## src/rtl/instr_opcode_decoder.sv

```systemverilog
// instr_opcode_decoder
//
// Fetches one 32-bit instruction word at a time from instruction memory over a
// req/ack handshake, keeps the fetch address (PC), and decodes the 6-bit
// opcode into the one-hot operation-signal vector consumed by the microprogram
// start-address mapper. The decoded result is held under a valid/ready
// handshake until the control unit accepts it.
//
// Parameters:
//   RESET_PC   PC value loaded at reset
//   PC_STEP    PC increment per fetched instruction, in bytes
//
// Ports:
//   clk        system clock, rising edge
//   rst_n      synchronous active-low reset
//   mem_addr   fetch address (always the PC)
//   mem_req    fetch request
//   mem_ack    memory returns mem_rdata this cycle
//   mem_rdata  instruction word, valid with mem_ack
//   pc_load    redirect request from the control unit (call/ret/jump)
//   pc_value   redirect target
//   signals    registered one-hot operation vector
//   operand    registered instruction bits [25:0]
//   illegal    registered flag: opcode not in the decode table
//   dec_valid  signals/operand/illegal are valid
//   dec_ready  control unit accepts the decoded instruction

module instr_opcode_decoder #(
    parameter logic [31:0] RESET_PC = 32'h0000_0000,
    parameter logic [31:0] PC_STEP  = 32'd4
) (
    input  logic        clk,
    input  logic        rst_n,
    output logic [31:0] mem_addr,
    output logic        mem_req,
    input  logic        mem_ack,
    input  logic [31:0] mem_rdata,
    input  logic        pc_load,
    input  logic [31:0] pc_value,
    output logic [31:0] signals,
    output logic [25:0] operand,
    output logic        illegal,
    output logic        dec_valid,
    input  logic        dec_ready
);

    typedef enum logic [1:0] {
        S_FETCH = 2'd0,
        S_WAIT  = 2'd1,
        S_HOLD  = 2'd2
    } state_t;

    state_t      state;
    state_t      state_next;
    logic [31:0] pc;
    logic [31:0] pc_next;
    logic        run;
    logic        latch;
    logic [5:0]  opcode;
    logic [31:0] dec_signals;
    logic        dec_illegal;

    assign opcode = mem_rdata[31:26];

    // Opcode to operation-signal table. Opcode n (0..17) sets bit 31-n:
    // intd, inte, load, store, add, sub, real_mul, real_clamp, int_real,
    // inc, dec, and, or, xor, asr, asl, call, ret. Anything else is illegal
    // and produces an all-zero vector, so bits [13:0] are never set.
    always_comb begin
        dec_signals = 32'h0000_0000;
        dec_illegal = 1'b0;
        case (opcode)
            6'd0:    dec_signals[31] = 1'b1;
            6'd1:    dec_signals[30] = 1'b1;
            6'd2:    dec_signals[29] = 1'b1;
            6'd3:    dec_signals[28] = 1'b1;
            6'd4:    dec_signals[27] = 1'b1;
            6'd5:    dec_signals[26] = 1'b1;
            6'd6:    dec_signals[25] = 1'b1;
            6'd7:    dec_signals[24] = 1'b1;
            6'd8:    dec_signals[23] = 1'b1;
            6'd9:    dec_signals[22] = 1'b1;
            6'd10:   dec_signals[21] = 1'b1;
            6'd11:   dec_signals[20] = 1'b1;
            6'd12:   dec_signals[19] = 1'b1;
            6'd13:   dec_signals[18] = 1'b1;
            6'd14:   dec_signals[17] = 1'b1;
            6'd15:   dec_signals[16] = 1'b1;
            6'd16:   dec_signals[15] = 1'b1;
            6'd17:   dec_signals[14] = 1'b1;
            default: dec_illegal     = 1'b1;
        endcase
    end

    // Next-state and PC logic. A redirect is honoured everywhere except while
    // a request is outstanding without an ack, because the address must stay
    // stable for memory. A redirect in FETCH restarts the fetch at the new
    // address instead of issuing one at the stale PC. The 'run' flag keeps
    // the first post-reset cycle quiet (mem_req low) before fetching starts.
    always_comb begin
        state_next = state;
        pc_next    = pc;
        latch      = 1'b0;
        case (state)
            S_FETCH: begin
                if (pc_load) begin
                    pc_next = pc_value;
                end else if (run) begin
                    state_next = S_WAIT;
                end
            end
            S_WAIT: begin
                if (mem_ack) begin
                    latch      = 1'b1;
                    state_next = S_HOLD;
                    pc_next    = pc_load ? pc_value : pc + PC_STEP;
                end
            end
            S_HOLD: begin
                if (pc_load) begin
                    pc_next = pc_value;
                end
                if (dec_ready) begin
                    state_next = S_FETCH;
                end
            end
            default: begin
                state_next = S_FETCH;
            end
        endcase
    end

    // State, PC and decoded-result registers. An ack seen in the reset cycle
    // is dropped because reset takes precedence over the latch.
    always_ff @(posedge clk) begin
        if (!rst_n) begin
            state   <= S_FETCH;
            pc      <= RESET_PC;
            run     <= 1'b0;
            signals <= 32'h0000_0000;
            operand <= 26'h000_0000;
            illegal <= 1'b0;
        end else begin
            state <= state_next;
            pc    <= pc_next;
            run   <= 1'b1;
            if (latch) begin
                signals <= dec_signals;
                operand <= mem_rdata[25:0];
                illegal <= dec_illegal;
            end
        end
    end

    assign mem_addr  = pc;
    assign mem_req   = run && (state != S_HOLD);
    assign dec_valid = (state == S_HOLD);

endmodule

```

## config.mk

```make
export PLATFORM = sky130hd
export DESIGN_NAME = instr_opcode_decoder
export DESIGN_NICKNAME = d
export VERILOG_FILES = /design/src/rtl/instr_opcode_decoder.sv
export SDC_FILE = /design/constraint.sdc
export NUM_CORES = 1
export LEC_CHECK = 0
export BUFFER_PORTS_ARGS = -buffer_cell sky130_fd_sc_hd__clkbuf_2
export CAP_MARGIN = 10
export CELL_PAD_IN_SITES_DETAIL_PLACEMENT = 1
export CELL_PAD_IN_SITES_GLOBAL_PLACEMENT = 2
export CORE_MARGIN = 8
export CORE_UTILIZATION = 26
export DETAILED_ROUTE_END_ITERATION = 8
export PLACE_DENSITY_LB_ADDON = 0.1
export SLEW_MARGIN = 20
export SYNTH_ARGS = -nofsm -noshare
export SYNTH_HDL_FRONTEND = slang
export SYNTH_SLANG_ARGS = --single-unit
```

## constraint.sdc

```tcl
create_clock -name clk -period 2.3 [get_ports clk]
set_clock_uncertainty 0.1 [all_clocks]
set_input_delay 0.115 -clock clk [delete_from_list [all_inputs] [get_ports clk]]
set_output_delay 0.115 -clock clk [all_outputs]
set_load 0.01 [all_outputs]
```

# Word-level counts from Yosys, hierarchy flattened
# Index checks and enable logic that the tools add are counted.
# totals
register_bits,80
latch_bits,0
mem_bits_rw,0
romBits,0
in_bits,69
out_inout_bits,93
elab_cells,71
mem_count,0
# op_classes
add_sub_neg,1
multipliers,0
div_mod_pow,0
order_cmp,0
n_eq_ne,25
n_shift,0
n_mux,31
bitwise_logic,0
n_reduce_logical,8
# ops
op,count
2-to-1 mux 32 bit,3
case mux 32 bit (2 select lines),1
equality test 6 x 4 -> 1 bit (second input constant),8
adder 32 x 3 -> 32 bit (second input constant),1
equality test 6 x 3 -> 1 bit (second input constant),4
2-to-1 mux 1 bit,22
OR reduction 18 bit,1
equality test 6 x 2 -> 1 bit (second input constant),2
equality test 6 x 5 -> 1 bit (second input constant),2
2-to-1 mux 2 bit,4
!= test 2 bit (second input constant),4
equality test 6 x 1 -> 1 bit (second input constant),1
zero test 6 bit,1
case mux 2 bit (3 select lines),1
!= test 2 x 1 -> 1 bit (second input constant),2
AND reduction 4 bit,1
AND reduction 3 bit,1
equality test 2 x 1 -> 1 bit (second input constant),1
equality test 2 bit (second input constant),1
zero test 2 bit,1
nonzero test 2 bit,1
OR reduction 2 bit,1
logical AND 1 bit,1

# Depth between registers and ports, before layout
# Gate-level depths: netlist (run 1).
# depth
ltp_word,4
mapped_depth,8
ltp_nobuf,6

# Worst setup path before layout (run 1)
# OpenSTA, ideal clock, no wires.
# synth_path
path_kind,register to register
startpoint,reg pc[2] (netlist: mem_addr[2])
endpoint,reg pc[28] (netlist: mem_addr[28])
setup_time_ps,133
arrival_ps,1748
required_time_ps,2067
setup_slack_ps,319
stages_incl_launch_ff,8
n_path_buf,1
period_less_slack_ps,1981
cell_sequence,dfxtp_1 ha_1 and3_1 clkbuf_1 nand4_2 nor3_1 mux2i_1 o221ai_1
# synth_between
elab_chain_len,4
# synth_rtl
item,line_no,text
start: declaration,55,logic [31:0] pc;
start signal: assignment,145,pc <= pc_next;
adder 32 x 3 -> 32 bit,116,pc_next = pc_load ? pc_value : pc + PC_STEP;
2-to-1 mux 32 bit,116,
2-to-1 mux 32 bit,113,if (mem_ack) begin
case mux 32 bit (2 select lines),104,case (state)
# Every way passes these cells. The select of a mux whose other input is x is not followed.
# A chain may end at the register's enable or synchronous reset.

# Worst setup path after layout (run 1)
# layout_path
startpoint,reg pc[10] (netlist: mem_addr[10])
endpoint,reg pc[27] (netlist: mem_addr[27])
# Same word-level chain as after synthesis.

==> flow_metrics.tcl, run 1 <==
set metrics [dict create \
    outcome "finished clean" \
    comb_power_share_pct 15.2 \
    min_to "mem_addr[13]$_SDFFE_PN0P_" \
    crit_chain "and4_1 -> and2_1 -> nand4_1 -> nor4_1 -> a211oi_1" \
    p_switching_w 0.000987 \
    antenna_cells 0 \
    synthFlopType "dfxtp_1" \
    grt_pass1_wl_mm 26.0 \
    cap_violations 0 \
    dieHeight_um 142 \
    clock_power_share_pct 42.4 \
    cts.reportedPaths.clkPinSlew_ns 0.06 \
    synth_cells 545 \
    peakVddDrop_v 0.000341 \
    cts_inserted_buffers 9 \
    max_freq_ghz 0.481 \
    swShare_pct 27.4 \
    io-pin-count 162 \
    hold_class "input port to flop" \
    antenna_left 0 \
    relSlewSlack_pct 65.0 \
    holdWs_ns 0.00804 \
    tightest_slew_ns 0.520 \
    yosysUniqueCellTypes 57 \
    drtIter0Drc 214 \
    required_ns 2.42 \
    coreArea_um2 15700 \
    cp_slowest_cell "dfxtp_1" \
    cpLargestDelayFamily "simple AND/OR/NAND/NOR gates" \
    hold_violations 0 \
    grt.overflow.total 0 \
    min-delay-start "pc_value[13]" \
    sequentialPowerShare_pct 42.4 \
    power.total_w 0.00360 \
    gp_congestion 0.777 \
    post_cts_buffers 0 \
    wl_mm 16.2 \
    root_buffer "clkbuf_16" \
    r2r-start "mem_addr[10]$_SDFFE_PN0P_" \
    htree_levels 3 \
    dpl.hpwl_mm 11.9 \
    reg2reg_to "mem_addr[27]$_SDFFE_PN0P_" \
    end_kind "flop" \
    place_inst 886 \
    finalCritPeriodShare_pct 90.4 \
    post-route-util_pct 36.8 \
    cp_max_fo 8 \
    reg2reg_slack_ns 0.22 \
    yosysSeqAreaShare_pct 39.1 \
    grt_pass1_vias 4780 \
    final_cell_mix "clkbuf_2 (147), nand2_1 (112), dfxtp_1 (80)" \
    syn_area_um2 4100 \
    crit_path_start "mem_addr[10]$_SDFFE_PN0P_" \
    clk_path_buf_depth 2 \
    cts_sinks 80 \
    vias_per_cell 4.90 \
    internal_power_w 0.00262 \
    avgSynthCellArea_um2 7.51 \
    rsz0062_at_grt "no" \
    vias 4623 \
    crit_type "flop to flop" \
    worstSetupStartpointType "flop" \
    track_usage_pct 16.2 \
    antenna_found_initial 0 \
    tns_ns 0 \
    die-area_um2 20000 \
    cts_tree "done" \
    slowest_delay_ns 0.46 \
    synthArstFlopShare_pct 0 \
    layout_commonest_cell "clkbuf_2" \
    leakage_nw 2.41 \
    maxSlewViolCount 0 \
    ys.warnings.count 0 \
    drc_errors 0 \
    final_nets 793 \
    arrival_ns 2.20 \
    dr.pass1.iters 4 \
    die_w_um 142 \
    wl_per_cell_um 17.2 \
    drive_gt1_share_pct 26.4 \
    whs_path_depth 3 \
    critPathBufInv 0 \
    synth_edf_count 0 \
    grt_max_degree 33 \
    std_cell_rows 46 \
    cellPowerDensity_nw_per_um2 625 \
    ff2ff_path_depth 5 \
    start_util_pct 26.2 \
    clk_latency_ns 0.35 \
    cp.depth 5 \
    setup_violations 0 \
    period_minus_slack_ns 2.08 \
    area_growth_syn_to_layout_pct 40.8 \
    ys_ff_latch 80 \
    io_buffer_count 147 \
    layout.cells.non_filler 944 \
]
==> worst max-delay path by stage <==
stage                                      endpoint  slack (ns)
after floorplan           mem_addr[28]$_SDFFE_PN0P_        0.32
after global placement     signals[23]$_SDFFE_PN0P_        0.34
after detailed placement  mem_addr[28]$_SDFFE_PN0P_        0.23
after CTS                 mem_addr[28]$_SDFFE_PN0P_        0.20
after global routing      mem_addr[27]$_SDFFE_PN0P_        0.08
final                     mem_addr[27]$_SDFFE_PN0P_        0.22
==> registers in the layout (all words and copies together), names as in the netlist <==
| name | flops |
|---|---|
| signals | 18 |
| state | 2 |
| operand | 26 |
| mem_addr | 32 |
| illegal | 1 |
| run | 1 |
==> logic make-up (layout without fill, tap and decap cells) <==
kind of cell	count (synthesis)	in the layout	share of synthesized area [%]
fa+ha+maj	1	1	0.305
flops	80	80	39.1
other cells	1	14	0.0916
simple gates	258	258	30.2
mux	11	11	2.72
compound gates	132	132	20.1
buf+inv	62	232	7.42
==> per-layer routing <==
layer	up-vias	share of wire, %	wire length [µm]	GRT usage, %
met1	2205	47	7540	20.5
met2	114	46	7420	25.8
li1	2287	-	-	-
met4	0	1.8	290	6.16
met5	-	0	0	0
met3	17	5.9	953	4.07
==> power groups by stage <==
| stage | clock [W] | combinational [W] | sequential [W] |
|---|---|---|---|
| final | 0.00153 | 0.000548 | 0.00153 |
| after global routing | 0.00165 | 0.000607 | 0.00154 |
| after CTS | 0.00159 | 0.000555 | 0.00153 |
| after detailed placement | 0 | 0.000495 | 0.00156 |
| after global placement | 0 | 0.000490 | 0.00155 |
| after floorplan | 0 | 0.000268 | 0.00156 |
==> area by class of cell <==
class | instances | area [µm²]
multi-input combinational | 416 | 2240
sequential | 80 | 1600
inverter | 7 | 26.3
timing repair buffer | 209 | 1310
fill | 1984 | 9890
clock inverter | 4 | 51.3
tap | 216 | 270
clock buffer | 12 | 267
==> worst min-delay path: cells and delay by family <==
family	cells	cell delay, ns
buf+inv	1	0.08
compound gates	2	0.21
==> synth_stat cells (2+ instances only) <==
cell	instances	area (µm²)
o21ai_0	16	80.1
clkbuf_1	27	101
a32oi_1	3	26.3
and2_1	9	56.3
inv_1	5	18.8
mux2i_1	10	100
o21ai_1	2	10.0
nor4_1	7	43.8
and4_1	2	17.5
a21oi_1	59	295
nand3_1	27	135
a22oi_1	3	22.5
nor2_1	40	150
or3_1	5	31.3
buf_4	17	128
buf_2	6	30.0
nor2b_1	3	18.8
nand2_1	112	420
buf_1	5	18.8
a211oi_1	3	22.5
nand4_1	15	93.8
nand2b_1	4	25.0
or4_1	5	37.5
dfxtp_1	80	1600
a2bb2oi_1	7	61.3
o22ai_1	6	37.5
a31oi_1	5	31.3
a21boi_0	2	15.0
inv_2	2	7.51
o311a_1	2	20.0
o221ai_1	10	87.6
and3_1	5	31.3
nor3_1	14	70.1
o31ai_1	3	22.5
o211ai_1	2	15.0
==> metrics by stage <==
step / worst slack, ns / area [µm²]
CTS: 0.205 / 5760
detailed placement: 0.227 / 5030
global placement: 0.342 / 5030
finish: 0.220 / 5760
floorplan: 0.319 / 4140
global route: 0.0773 / 5760
==> repair_timing <==
action | in CTS | in global routing
hold buffers | 42 | 0
hold endpoints to repair | 42 | 0
resized for setup | 0 | 0
Note: power is estimated with default switching activity, not from simulation.
==> run 2: changes to the inputs <==
GPL_TIMING_DRIVEN = 0   (was default)
==> run 2 against run 1 <==
  * Utilization grew 0.94 points
  * Sequential share of layout area shrank 0.69 points
  * Cell count grew 3.6%
  * Critical path type unchanged
  * Highest routed layer unchanged
  * Largest power group is now the clock network
  * Combinational power grew 7.3%
  * Sequential power is essentially flat
  * Flip-flop and latch count is the same
  * First-iteration DRC count grew 5.6%
  * Power grew 0.90%
==> flow_metrics.tcl, run 2 (same netlist as run 1, synthesis figures left out) <==
set metrics [dict create \
    drc_errors 0 \
    gp_congestion 0.795 \
    final_nets 827 \
    crit_chain "nand3_1 -> nor3_2 -> buf_2 -> nand4_1 -> nor4_2 -> a211oi_1" \
    end_kind "flop" \
    largest_reg_flops 32 \
    critPathBufInv 1 \
    register_area_um2 1600 \
    track_usage_pct 18.0 \
    cp_max_fo 10 \
    final_cell_mix "clkbuf_2 (146), nand2_1 (112), dfxtp_1 (80)" \
    p_switching_w 0.00104 \
    cts_tree "done" \
    worstSetupStartpointType "flop" \
    arrival_ns 2.28 \
    area_growth_syn_to_layout_pct 44.3 \
    max_freq_ghz 0.459 \
    tightest_slew_ns 0.698 \
    internal_power_w 0.00260 \
    root_buffer "clkbuf_16" \
    rsz0062_at_grt "no" \
    sequentialPowerShare_pct 41.8 \
    clk_latency_ns 0.35 \
    drive_gt1_share_pct 25.7 \
    cpLargestDelayFamily "simple AND/OR/NAND/NOR gates" \
    cap_violations 0 \
    dr.pass1.iters 4 \
    peakVddDrop_v 0.000316 \
    clock_power_share_pct 42.0 \
    swShare_pct 28.6 \
    comb_power_share_pct 16.2 \
    antenna_left 0 \
    multiInputGateArea_um2 2260 \
    die_w_um 142 \
    grt_pass1_wl_mm 28.5 \
    wl_per_cell_um 18.5 \
    io_buffer_count 144 \
    crit_type "flop to flop" \
    n_fill_cell 1966 \
    die-area_um2 20000 \
    leakage_nw 2.46 \
    wl_mm 18.1 \
    outcome "finished clean" \
    vias_per_cell 4.95 \
    cts_inserted_buffers 9 \
    holdWs_ns 0.0112 \
    coreArea_um2 15700 \
    crit_path_start "mem_addr[6]$_SDFFE_PN0P_" \
    cp_slowest_cell "dfxtp_1" \
    grt_max_degree 14 \
    layout_commonest_cell "clkbuf_2" \
    vias 4838 \
    drtIter0Drc 226 \
    post-route-util_pct 37.8 \
    finalCritPeriodShare_pct 94.7 \
    cts.reportedPaths.clkPinSlew_ns 0.07 \
    io-pin-count 162 \
    antenna_found_initial 0 \
    r2r-start "mem_addr[6]$_SDFFE_PN0P_" \
    antenna_cells 0 \
    grt_pass1_vias 5152 \
    slowest_delay_ns 0.46 \
    start_util_pct 26.2 \
    cts_sinks 80 \
    dieHeight_um 142 \
    required_ns 2.40 \
    std_cell_rows 46 \
    setup_violations 0 \
    period_minus_slack_ns 2.18 \
    dpl.hpwl_mm 13.4 \
    cellPowerDensity_nw_per_um2 615 \
    htree_levels 3 \
    relSlewSlack_pct 53.5 \
    clk_path_buf_depth 2 \
    min-delay-start "pc_value[13]" \
    hold_violations 0 \
    maxSlewViolCount 0 \
    grt.overflow.total 0 \
    hold_class "input port to flop" \
]
==> run 2: per-layer routing <==
metal / part of all wire, % / up-vias / global-route usage [%]
met5: 0 / - / 0
met3: 6.5 / 24 / 4.27
li1: - / 2350 / -
met4: 2.1 / 0 / 7.69
met1: 45 / 2301 / 21.7
met2: 47 / 163 / 30.0
==> run 2: path summary, 6_finish.rpt <==
check	endpoint	slack, ns	cells after the start
max	mem_addr[27]$_SDFFE_PN0P_	0.12	6
min reg2reg	signals[23]$_SDFFE_PN0P_	0.35	2
max reg2reg	mem_addr[27]$_SDFFE_PN0P_	0.12	6
min	mem_addr[13]$_SDFFE_PN0P_	0.01	3
==> run 2: power groups by stage <==
stage | combinational (W) | sequential (W) | clock, W
floorplan | 0.000268 | 0.00156 | 0
global placement | 0.000519 | 0.00155 | 0
detailed placement | 0.000528 | 0.00155 | 0
CTS | 0.000592 | 0.00152 | 0.00157
global route | 0.000646 | 0.00153 | 0.00162
finish | 0.000588 | 0.00152 | 0.00153
==> run 2: final cells by class <==
| type | instances | area share [%] |
|---|---|---|
| Buffer | 54 | 4.68 |
| Clock buffer | 12 | 4.34 |
| Inverter | 7 | 0.445 |
| Multi-Input combinational cell | 416 | 38.2 |
| Sequential cell | 80 | 27.1 |
| Tap cell | 216 | 4.57 |
| Timing Repair Buffer | 189 | 19.8 |
| Clock inverter | 4 | 0.889 |
==> run 2: timing repair <==
| item | CTS | global route |
|---|---|---|
| gates resized for setup | 2 | 4 |
| pin swaps | 0 | 1 |
| endpoints found under the setup margin | 8 | 9 |
| hold endpoints to repair | 44 | 0 |
| buffers inserted | 0 | 1 |
| hold buffers | 44 | 0 |
==> run 2: per-stage QoR <==
| step | cells | area [µm²] | worst slack [ns] | total power [W] | setup TNS, ns |
|---|---|---|---|---|---|
| after floorplan | 558 | 4140 | 0.319 | 0.00182 | 0 |
| after global placement | 918 | 5130 | -0.0972 | 0.00207 | -0.288 |
| after detailed placement | 918 | 5130 | -0.116 | 0.00208 | -0.481 |
| after CTS | 977 | 5890 | 0.0283 | 0.00368 | 0 |
| after global routing | 978 | 5910 | 0.0133 | 0.00380 | 0 |
| final | 978 | 5910 | 0.122 | 0.00364 | 0 |
==> run 2: worst register-to-register path, delay by kind of cell (launching register included) <==
family,cells,cell delay [ns]
AND/OR/NAND/NOR,4,1.10
flip-flops,1,0.46
buffers and inverters,1,0.28
AO/OA/AOI/OAI,1,0.09
